`src/rtl/button_conditioner_if.sv`:
```
// Button conditioner signal bundle: raw pin in, conditioned level/strobes/count out.
// Signal prefixes are from the conditioner's point of view (i_ into it, o_ out of it).
interface button_conditioner_if;
    logic       i_btn_raw;
    logic       o_level;
    logic       o_press;
    logic       o_release;
    logic [7:0] o_press_count;
    logic       o_long_press;
    logic       o_held;

    // Stimulus side: drives the pin, observes the conditioned outputs.
    modport master (
        output i_btn_raw,
        input  o_level,
        input  o_press,
        input  o_release,
        input  o_press_count,
        input  o_long_press,
        input  o_held
    );

    // Conditioner side.
    modport slave (
        input  i_btn_raw,
        output o_level,
        output o_press,
        output o_release,
        output o_press_count,
        output o_long_press,
        output o_held
    );
endinterface

```
`src/rtl/button_conditioner.sv`:
```
// Push-button conditioner: 2-flop synchroniser, polarity fix, debounce, press/release
// strobes, wrapping 8-bit press counter and an optional long-press detector.
// Optional feature macro: BUTTON_LONGPRESS_EN (builds the IDLE/DOWN/HELD FSM and hold
// counter; when undefined long_press and held are tied low and LONG_CYCLES is ignored).
module button_conditioner #(
    parameter int unsigned DEBOUNCE_CYCLES = 250000,
    parameter int unsigned LONG_CYCLES     = 25000000,
    parameter bit          ACTIVE_LOW      = 1'b0
) (
    input logic                 i_clk,
    input logic                 i_rst,
    button_conditioner_if.slave bus
);

    localparam int unsigned     CntW    = $clog2(DEBOUNCE_CYCLES + 1);
    localparam logic [CntW-1:0] CntLast = CntW'(DEBOUNCE_CYCLES - 1);

    logic            r_s1;
    logic            r_s2;
    logic            w_sample;
    logic [CntW-1:0] r_cnt;
    logic            r_level;
    logic            r_press;
    logic            r_release;
    logic [7:0]      r_press_count;
    logic            w_accept;
    logic            w_rise;
    logic            w_fall;

    // Pressed = 1 regardless of pin polarity; reset value keeps sample at 0.
    assign w_sample = r_s2 ^ ACTIVE_LOW;
    // A change is accepted on the cycle the disagreement count reaches its last value.
    assign w_accept = (w_sample != r_level) && (r_cnt == CntLast);
    assign w_rise   = w_accept && w_sample;
    assign w_fall   = w_accept && !w_sample;

    // Two-flop synchroniser for the asynchronous pin.
    always_ff @(posedge i_clk) begin
        if (i_rst) begin
            r_s1 <= ACTIVE_LOW;
            r_s2 <= ACTIVE_LOW;
        end else begin
            r_s1 <= bus.i_btn_raw;
            r_s2 <= r_s1;
        end
    end

    // Debounce counter, debounced level, edge strobes and press counter.
    always_ff @(posedge i_clk) begin
        if (i_rst) begin
            r_cnt         <= '0;
            r_level       <= 1'b0;
            r_press       <= 1'b0;
            r_release     <= 1'b0;
            r_press_count <= 8'd0;
        end else begin
            r_press   <= w_rise;
            r_release <= w_fall;
            if (w_sample == r_level) begin
                r_cnt <= '0;
            end else if (r_cnt == CntLast) begin
                r_level <= w_sample;
                r_cnt   <= '0;
            end else begin
                r_cnt <= r_cnt + 1'b1;
            end
            if (w_rise) begin
                r_press_count <= r_press_count + 8'd1;
            end
        end
    end

    assign bus.o_level       = r_level;
    assign bus.o_press       = r_press;
    assign bus.o_release     = r_release;
    assign bus.o_press_count = r_press_count;

`ifdef BUTTON_LONGPRESS_EN
    localparam int unsigned      HCntW    = $clog2(LONG_CYCLES + 1);
    localparam logic [HCntW-1:0] HCntLast = HCntW'(LONG_CYCLES - 1);

    typedef enum logic [1:0] {StIdle, StDown, StHeld} state_e;

    state_e           r_state;
    state_e           w_state_d;
    logic [HCntW-1:0] r_hcnt;
    logic [HCntW-1:0] w_hcnt_d;
    logic             r_long_press;
    logic             w_long_press_d;

    // Long-press next state; keyed off the same-cycle accept so long_press lands
    // exactly LONG_CYCLES edges after the press strobe edge.
    always_comb begin
        w_state_d      = r_state;
        w_hcnt_d       = r_hcnt;
        w_long_press_d = 1'b0;
        unique case (r_state)
            StIdle: begin
                if (w_rise) begin
                    w_state_d = StDown;
                    w_hcnt_d  = '0;
                end
            end
            StDown: begin
                // Release beats a terminal count on the same edge.
                if (w_fall) begin
                    w_state_d = StIdle;
                end else if (r_hcnt == HCntLast) begin
                    w_long_press_d = 1'b1;
                    w_state_d      = StHeld;
                end else begin
                    w_hcnt_d = r_hcnt + 1'b1;
                end
            end
            StHeld: begin
                if (w_fall) begin
                    w_state_d = StIdle;
                end
            end
            default: w_state_d = StIdle;
        endcase
    end

    // Long-press state, hold counter and strobe registers.
    always_ff @(posedge i_clk) begin
        if (i_rst) begin
            r_state      <= StIdle;
            r_hcnt       <= '0;
            r_long_press <= 1'b0;
        end else begin
            r_state      <= w_state_d;
            r_hcnt       <= w_hcnt_d;
            r_long_press <= w_long_press_d;
        end
    end

    assign bus.o_long_press = r_long_press;
    assign bus.o_held       = (r_state == StHeld);
`else
    // LONG_CYCLES is kept only so instantiations stay identical across builds.
    logic w_unused_long;
    assign w_unused_long    = (LONG_CYCLES == 0);
    assign bus.o_long_press = 1'b0;
    assign bus.o_held       = 1'b0;
`endif

endmodule

```
`src/flat_wrapper.sv`:
```
// flat-port wrapper written by rule: the top's interface ports become plain ports
module button_conditioner_flat 
#(
    parameter int unsigned DEBOUNCE_CYCLES = 250000,
    parameter int unsigned LONG_CYCLES     = 25000000,
    parameter bit          ACTIVE_LOW      = 1'b0
)
  (i_clk, i_rst, bus_i_btn_raw, bus_o_level, bus_o_press, bus_o_release, bus_o_press_count, bus_o_long_press, bus_o_held);
  button_conditioner_if bus_i ();
  input logic i_clk;
  input logic i_rst;
  input wire logic [$bits(bus_i.i_btn_raw)-1:0] bus_i_btn_raw;
  output wire logic [$bits(bus_i.o_level)-1:0] bus_o_level;
  output wire logic [$bits(bus_i.o_press)-1:0] bus_o_press;
  output wire logic [$bits(bus_i.o_release)-1:0] bus_o_release;
  output wire logic [$bits(bus_i.o_press_count)-1:0] bus_o_press_count;
  output wire logic [$bits(bus_i.o_long_press)-1:0] bus_o_long_press;
  output wire logic [$bits(bus_i.o_held)-1:0] bus_o_held;
  assign bus_i.i_btn_raw = bus_i_btn_raw;
  assign bus_o_level = bus_i.o_level;
  assign bus_o_press = bus_i.o_press;
  assign bus_o_release = bus_i.o_release;
  assign bus_o_press_count = bus_i.o_press_count;
  assign bus_o_long_press = bus_i.o_long_press;
  assign bus_o_held = bus_i.o_held;
  button_conditioner #(.DEBOUNCE_CYCLES(DEBOUNCE_CYCLES), .LONG_CYCLES(LONG_CYCLES), .ACTIVE_LOW(ACTIVE_LOW)) u_core (.i_clk(i_clk), .i_rst(i_rst), .bus(bus_i));
endmodule
```
`config.mk`:
```
export PLATFORM = sky130hd
export DESIGN_NAME = button_conditioner_flat
export DESIGN_NICKNAME = d
export VERILOG_FILES = /design/src/rtl/button_conditioner_if.sv /design/src/rtl/button_conditioner.sv /design/src/flat_wrapper.sv
export SDC_FILE = /design/constraint.sdc
export NUM_CORES = 1
export LEC_CHECK = 0
export ABC_AREA = 1
export BUFFER_PORTS_ARGS = -buffer_cell sky130_fd_sc_hd__buf_2
export CAP_MARGIN = 20
export CORE_MARGIN = 3
export CORE_UTILIZATION = 40
export CTS_CLUSTER_SIZE = 40
export DETAILED_ROUTE_END_ITERATION = 6
export SYNTH_ARGS = -nofsm -noshare
export SYNTH_HDL_FRONTEND = slang
export SYNTH_SLANG_ARGS = --single-unit
```
`constraint.sdc`:
```
create_clock -name i_clk -period 1.4 [get_ports i_clk]
set_input_delay 0.28 -clock i_clk [delete_from_list [all_inputs] [get_ports i_clk]]
set_output_delay 0.28 -clock i_clk [all_outputs]
set_load 0.03 [all_outputs]
```
==> impl_metrics.ini, run 1 <==
[cts]
cts_tree = done
h-tree-depth = 2
path_clk_slew_ns = 0.06
clk_path_buf_depth = 2
cts_sinks = 31
cts_inserted_buffers = 5
cts-root-buf = clkbuf_8
insertion_delay_ns = 0.29
cts_hold_buf = 0

[route]
ant_nets = 0
drt-total-wl_mm = 3.48
initialDrtViolationCount = 59
routedWlPerCell_um = 10.6
via_count = 1513
vias_per_cell = 4.60
drc = 0
dr.pass1.iters = 4

[die]
io_pins = 16
die_area_um2 = 4840
num_rows = 22
die_x_um = 69.6
die_h_um = 69.6
coreArea_um2 = 3770
initial_utilization_pct = 42.9

[global_route]
grt_pass1_wl_mm = 6.13
grt_pass1_vias = 1423
grt_usage_pct = 16.0
overflow = 0
grt_antenna_before_repair = 0
grt_max_degree = 14

[pwr]
p_int_uw = 1350
pwr-share-clk_pct = 45.4
p_switching_uw = 364
power_frac_seq_pct = 51.9
p_comb_share_pct = 2.7
power_density_nw_per_um2 = 810
ir_drop_mv = 0.557
p_leak_uw = 0.000871
switching_share_pct = 21.3

[worst_setup_path]
r2r_setup_slack_ns = -0.003
reg2reg_depth = 9
cp.required_ns = 1.63
critPathCaptureType = flip-flop
startpoint_type = flip-flop
criticalPathCategory = reg2reg
worstPathMaxFanout = 6
reg2reg_from = u_core.r_cnt[1]$_SDFF_PP0_
r2r-end = u_core.bus.o_press$_SDFF_PP0_
cp.arrival_ns = 1.63

[placement]
numPortBuffers = 13
place_congestion = 0.825
dpl.hpwl_mm = 2.52

[sta]
fin_skew_ns = 0.00339
max_clock_freq_mhz = 713
rsz0062_at_grt = true
hold_ws_ns = 0.192
slew_violations = 0
setup_ws_ns = -0.00257
hold_viol = 0
setup_tns_ns = -0.00257
timing.final.crit_period_ns = 1.40
fin_crit_sh_pct = 100
setup_violations = 1

[worst_hold_path]
hold_depth = 3
holdPathEnd = u_core.r_s1$_SDFF_PP0_
hp-class = in2reg
hp-start = bus_i_btn_raw

[synthesis]
synth.most_common_cell = nor2_1
synth.distinct_cells = 25
synth.top_cell.area_share_pct = 38.4
synthTopCellsByArea = dfxtp_1 (38%), nor2_1 (11%), nand2_1 (11%)
synthArstFlopShare_pct = 0
synth-seq-area-share_pct = 38.4
synth_edf_count = 0
netlist_instances = 239
syn-mean-instance-area_um2 = 6.76
ys_warn_count = 0
ys_seq_elements = 31
syn-cell-area_um2 = 1620
yosys_most_used_dff = dfxtp_1
synth_common_cells = nor2_1 (49), nand2_1 (47), inv_1 (39)
yosys.area.top_type = dfxtp_1

[layout]
n_fill_cell = 380
nets = 285
drive_above_1_share_pct = 32.4
n_antenna_cell = 0
area_growth_syn_to_layout_pct = 30.6

[status]
status = finished, violations left
violations = negative setup slack

[job]
cap_violations = 0
area by class of cell:
cell class              count  area, um^2  share of cell area, %
inverters                  42         163                   7.71
well taps                  48        60.1                   2.85
clock buffers               8         100                   4.74
multi-input cells         163         898                   42.6
repair buffers             37         254                   12.0
flip-flops and latches     31         636                   30.1
repair_timing:
action                                  in CTS  in global routing
endpoints found under the setup margin      23                 27
gates resized for setup                      9                 33
buffers inserted                             1                  3
cloned                                       1                  0
pin swaps                                    5                 10
per-layer routing:
layer	global-route usage, %	wire length [um]	vias up
met1	21.0	1760	672
met4	5.86	61	0
met3	6.52	124	5
met2	23.3	1540	20
met5	0	0	-
li1	-	-	816
placed cells by master (no fill, tap or decap), drive strengths merged:
master and n:
nand3 20, o21ai 4, inv 41, a21oi 8
xor2 5, xnor2 2, dfxtp 31, buf 37
nand4 7, o21bai 1, nor3 4, nor4 1
clkbuf 8, nand2 52, nor2 55, conb 2
ha 2, clkinv 1
through the flow:
stage	setup WS [ns]	cells	cell area, um^2	util, %	power, uW
2_1_floorplan	0.00166	240	1620	-	942
3_3_place_gp	-0.0509	316	1850	49.1	952
3_5_place_dp	-0.0465	316	1850	49.1	952
4_1_cts	-0.0154	326	2000	53.0	1740
5_1_grt	-0.0759	329	2110	56.0	1790
6_report	-0.00257	329	2110	56.0	1710
worst max-delay path by stage:
stage	start	endpoint	slack, ns
after CTS	u_core.r_cnt[1]$_SDFF_PP0_	u_core.bus.o_press_count[0]$_SDFFE_PP0P_	-0.02
after global placement	u_core.r_cnt[0]$_SDFF_PP0_	u_core.r_cnt[2]$_SDFF_PP0_	-0.05
final	u_core.r_cnt[1]$_SDFF_PP0_	u_core.bus.o_press$_SDFF_PP0_	-0.003
after global routing	u_core.r_cnt[11]$_SDFF_PP0_	u_core.bus.o_press$_SDFF_PP0_	-0.08
after floorplan	u_core.bus.o_level$_SDFFE_PP0P_	u_core.r_cnt[12]$_SDFF_PP0_	0.002
after detailed placement	u_core.r_cnt[0]$_SDFF_PP0_	u_core.r_cnt[2]$_SDFF_PP0_	-0.05
cell families after synthesis:
group / Yosys count / synth area share, %
AND/OR/NAND/NOR: 139 / 39.6
buffers and inverters: 46 / 12.1
flip-flops: 31 / 38.4
AO/OA/AOI/OAI: 13 / 4.41
XOR/XNOR: 7 / 3.79
adder cells (fa/ha/maj): 2 / 1.55
other: 1 / 0.232
state kept, by name, indices dropped and copies added (netlist names):
name                      cells
u_core.bus.o_level            1
u_core.bus.o_press            1
u_core.bus.o_press_count      8
u_core.bus.o_release          1
u_core.r_cnt                 18
u_core.r_s1                   1
u_core.r_s2                   1
critical path, stage by stage, from the launching register on:
cell,delay (ns)
dfxtp_2,0.35
ha_4,0.15
nand2_4,0.06
nor2_4,0.09
nand3_2,0.10
nor2_4,0.15
buf_6,0.16
nand2_8,0.07
buf_4,0.14
nor2_2,0.07
power groups by stage:
stage	clock network, uW	registers, uW	logic (uW)
after floorplan	0	907	34.2
after global routing	849	888	52.5
after global placement	0	908	44.2
after detailed placement	0	908	43.8
after CTS	804	889	45.1
final	776	888	47.0
Note: power is estimated with default switching activity, not from simulation.
==> run 2, diff against run 1 <==
Settings changed: CORE_ASPECT_RATIO set to 1.5.
==> run 2 against run 1 <==
  * The flow now finishes without violations
  * Clock skew is 0.0054 ns higher
  * Critical path depth did not move
  * Worst setup slack improved by 0.026 ns
  * Fmax is 1.9% higher
  * Cell area fell by 2.0%
  * Sequential power about the same
  * Combinational power increased by 2%
  * Sequential share of layout area grew 0.44 points
  * Power rose by 7.8%
  * Utilization down 1.3 points
  * Routed wire length down 3.4%
  * Cell count fell by 2.1%
  * Critical endpoint is now u_core.r_cnt[2]$_SDFF_PP0_
  * Largest power group is now the clock network
  * Highest routed layer unchanged
==> impl_metrics.ini, run 2 (same netlist as run 1, synthesis figures left out) <==
[cts]
cts_inserted_buffers = 5
h-tree-depth = 2
insertion_delay_ns = 0.28
cts_tree = done
cts_hold_buf = 0
cts_sinks = 31
cts-root-buf = clkbuf_8
path_clk_slew_ns = 0.06
clk_path_buf_depth = 2

[pwr]
ir_drop_mv = 0.768
power_density_nw_per_um2 = 891
p_total_uw = 1840
p_leak_uw = 0.000887

[worst_setup_path]
slowest_stage = dfxtp_2
endpoint = u_core.r_cnt[2]$_SDFF_PP0_
criticalPathCategory = reg2reg
reg2reg_from = u_core.r_cnt[0]$_SDFF_PP0_
worstPathMaxFanout = 13
cp_common_cell = nor2_4
startpoint_type = flip-flop
worstPathCellList = ha_4 -> nand2_4 -> nor2_4 -> nand3_2 -> nor2_4 -> buf_4 -> nor2_4 -> inv_6 -> nor3_1
cp.arrival_ns = 1.58
cp.required_ns = 1.61
slowest_delay_ns = 0.33
crit_family = simple AND/OR/NAND/NOR gates
reg2reg_depth = 9
cp-startpoint = u_core.r_cnt[0]$_SDFF_PP0_
worstSetupPathDepth = 9
r2r-end = u_core.r_cnt[2]$_SDFF_PP0_
critPathCaptureType = flip-flop
r2r_setup_slack_ns = 0.02
critPathBufInv = 2

[layout]
drive_above_1_share_pct = 29.0
final_common_cell = nand2_1
nets = 283
top_register = u_core.r_cnt
area_growth_syn_to_layout_pct = 27.9
utilization_pct = 54.7
n_antenna_cell = 0
final_cell_mix = nand2_1 (44), nor2_1 (42), inv_1 (39)
n_fill_cell = 398
largest_reg_flops = 18

[sta]
hold_viol = 0
setup_violations = 0
setup_tns_ns = 0
fin_crit_sh_pct = 98.4
max_clock_freq_mhz = 726
timing.final.crit_period_ns = 1.38
slew_violations = 0
rsz0062_at_grt = true
fin_skew_ns = 0.00879

[die]
die_area_um2 = 4860
num_rows = 27
die_x_um = 57.9
io_pins = 16
initial_utilization_pct = 42.7
die_h_um = 83.9
coreArea_um2 = 3780

[global_route]
grt_pass1_vias = 1443
overflow = 0
grt_max_degree = 14
grt_pass1_wl_mm = 6.00
grt_usage_pct = 15.6
grt_antenna_before_repair = 0

[placement]
dpl.hpwl_mm = 2.55
place_congestion = 0.817
numPortBuffers = 13

[route]
routedWlPerCell_um = 10.4
vias_per_cell = 4.67
drc = 0
ant_nets = 0
via_count = 1503
drt-total-wl_mm = 3.36
dr.pass1.iters = 4
initialDrtViolationCount = 26

[worst_hold_path]
hp-class = in2reg

[status]
status = finished clean

[job]
cap_violations = 0
[run 2: cell types whose count changed in the layout (fill, tap and decap cells not counted), sizes merged]
cell / previous run / this run
buf: 37 / 35
bufinv: 0 / 1
clkinv: 1 / 2
clkbuf: 8 / 6
[run 2: repair_timing]
action                                  CTS  global route
gates resized for setup                   9            21
endpoints found under the setup margin   23            28
pin swaps                                 7             9
setup buffers                             0             1
gates cloned                              1             0
[run 2: worst min path at each step]
| stage | endpoint | slack (ns) | depth (start not counted) | from |
|---|---|---|---|---|
| floorplan | u_core.bus.o_level$_SDFFE_PP0P_ | 0.35 | 1 | i_rst |
| global placement | u_core.r_s2$_SDFF_PP0_ | 0.39 | 2 | u_core.r_s1$_SDFF_PP0_ |
| detailed placement | u_core.r_s2$_SDFF_PP0_ | 0.40 | 2 | u_core.r_s1$_SDFF_PP0_ |
| CTS | u_core.r_s1$_SDFF_PP0_ | 0.20 | 3 | bus_i_btn_raw |
| global route | u_core.r_s1$_SDFF_PP0_ | 0.20 | 3 | bus_i_btn_raw |
| finish | u_core.r_s1$_SDFF_PP0_ | 0.21 | 3 | bus_i_btn_raw |
[run 2: power by group]
| group | internal (uW) | leakage (uW) | total, uW | switching [uW] |
|---|---|---|---|---|
| sequential | 883 | 0.000254 | 886 | 2.17 |
| clock | 575 | 0.0000612 | 909 | 334 |
| combinational | 14.8 | 0.000572 | 47.8 | 33.0 |
| total | 1470 | 0.000887 | 1840 | 369 |
[run 2: worst register-to-register path, stage by stage, from the launching register on]
cell and delay, ns:
dfxtp_2 0.33, ha_4 0.16, nand2_4 0.08, nor2_4 0.04, nand3_2 0.08, nor2_4 0.05, buf_4 0.13, nor2_4 0.21
inv_6 0.09, nor3_1 0.13
[run 2: area by class of cell]
| class | count | area (um^2) | area share [%] |
|---|---|---|---|
| flip-flops and latches | 31 | 632 | 30.6 |
| clock inverters | 2 | 35.0 | 1.69 |
| repair buffers | 35 | 231 | 11.2 |
| multi-input cells | 163 | 871 | 42.1 |
| well taps | 43 | 53.8 | 2.60 |
| clock buffers | 6 | 82.6 | 3.99 |
| inverters | 42 | 163 | 7.86 |
[run 2: per-stage QoR]
step | setup slack, ns | hold slack (ns) | cells | area (um^2)
final | 0.0230 | 0.208 | 322 | 2070
after global routing | -0.0924 | 0.202 | 322 | 2070
after CTS | -0.0356 | 0.195 | 321 | 2010
after detailed placement | -0.0455 | 0.397 | 312 | 1850
after global placement | -0.0390 | 0.391 | 312 | 1850
after floorplan | 0.00166 | 0.349 | 240 | 1620
[run 2: metal layers]
metal  GRT usage [%]  wire, um  vias to the layer above  part of all wire, %
met3            4.18        98                        6                  2.9
met4            5.70        59                        0                  1.8
met1            17.3      1470                      667                   44
met5               0         0                        -                    0
met2            27.6      1730                       22                   52
li1                -         -                      808                    -
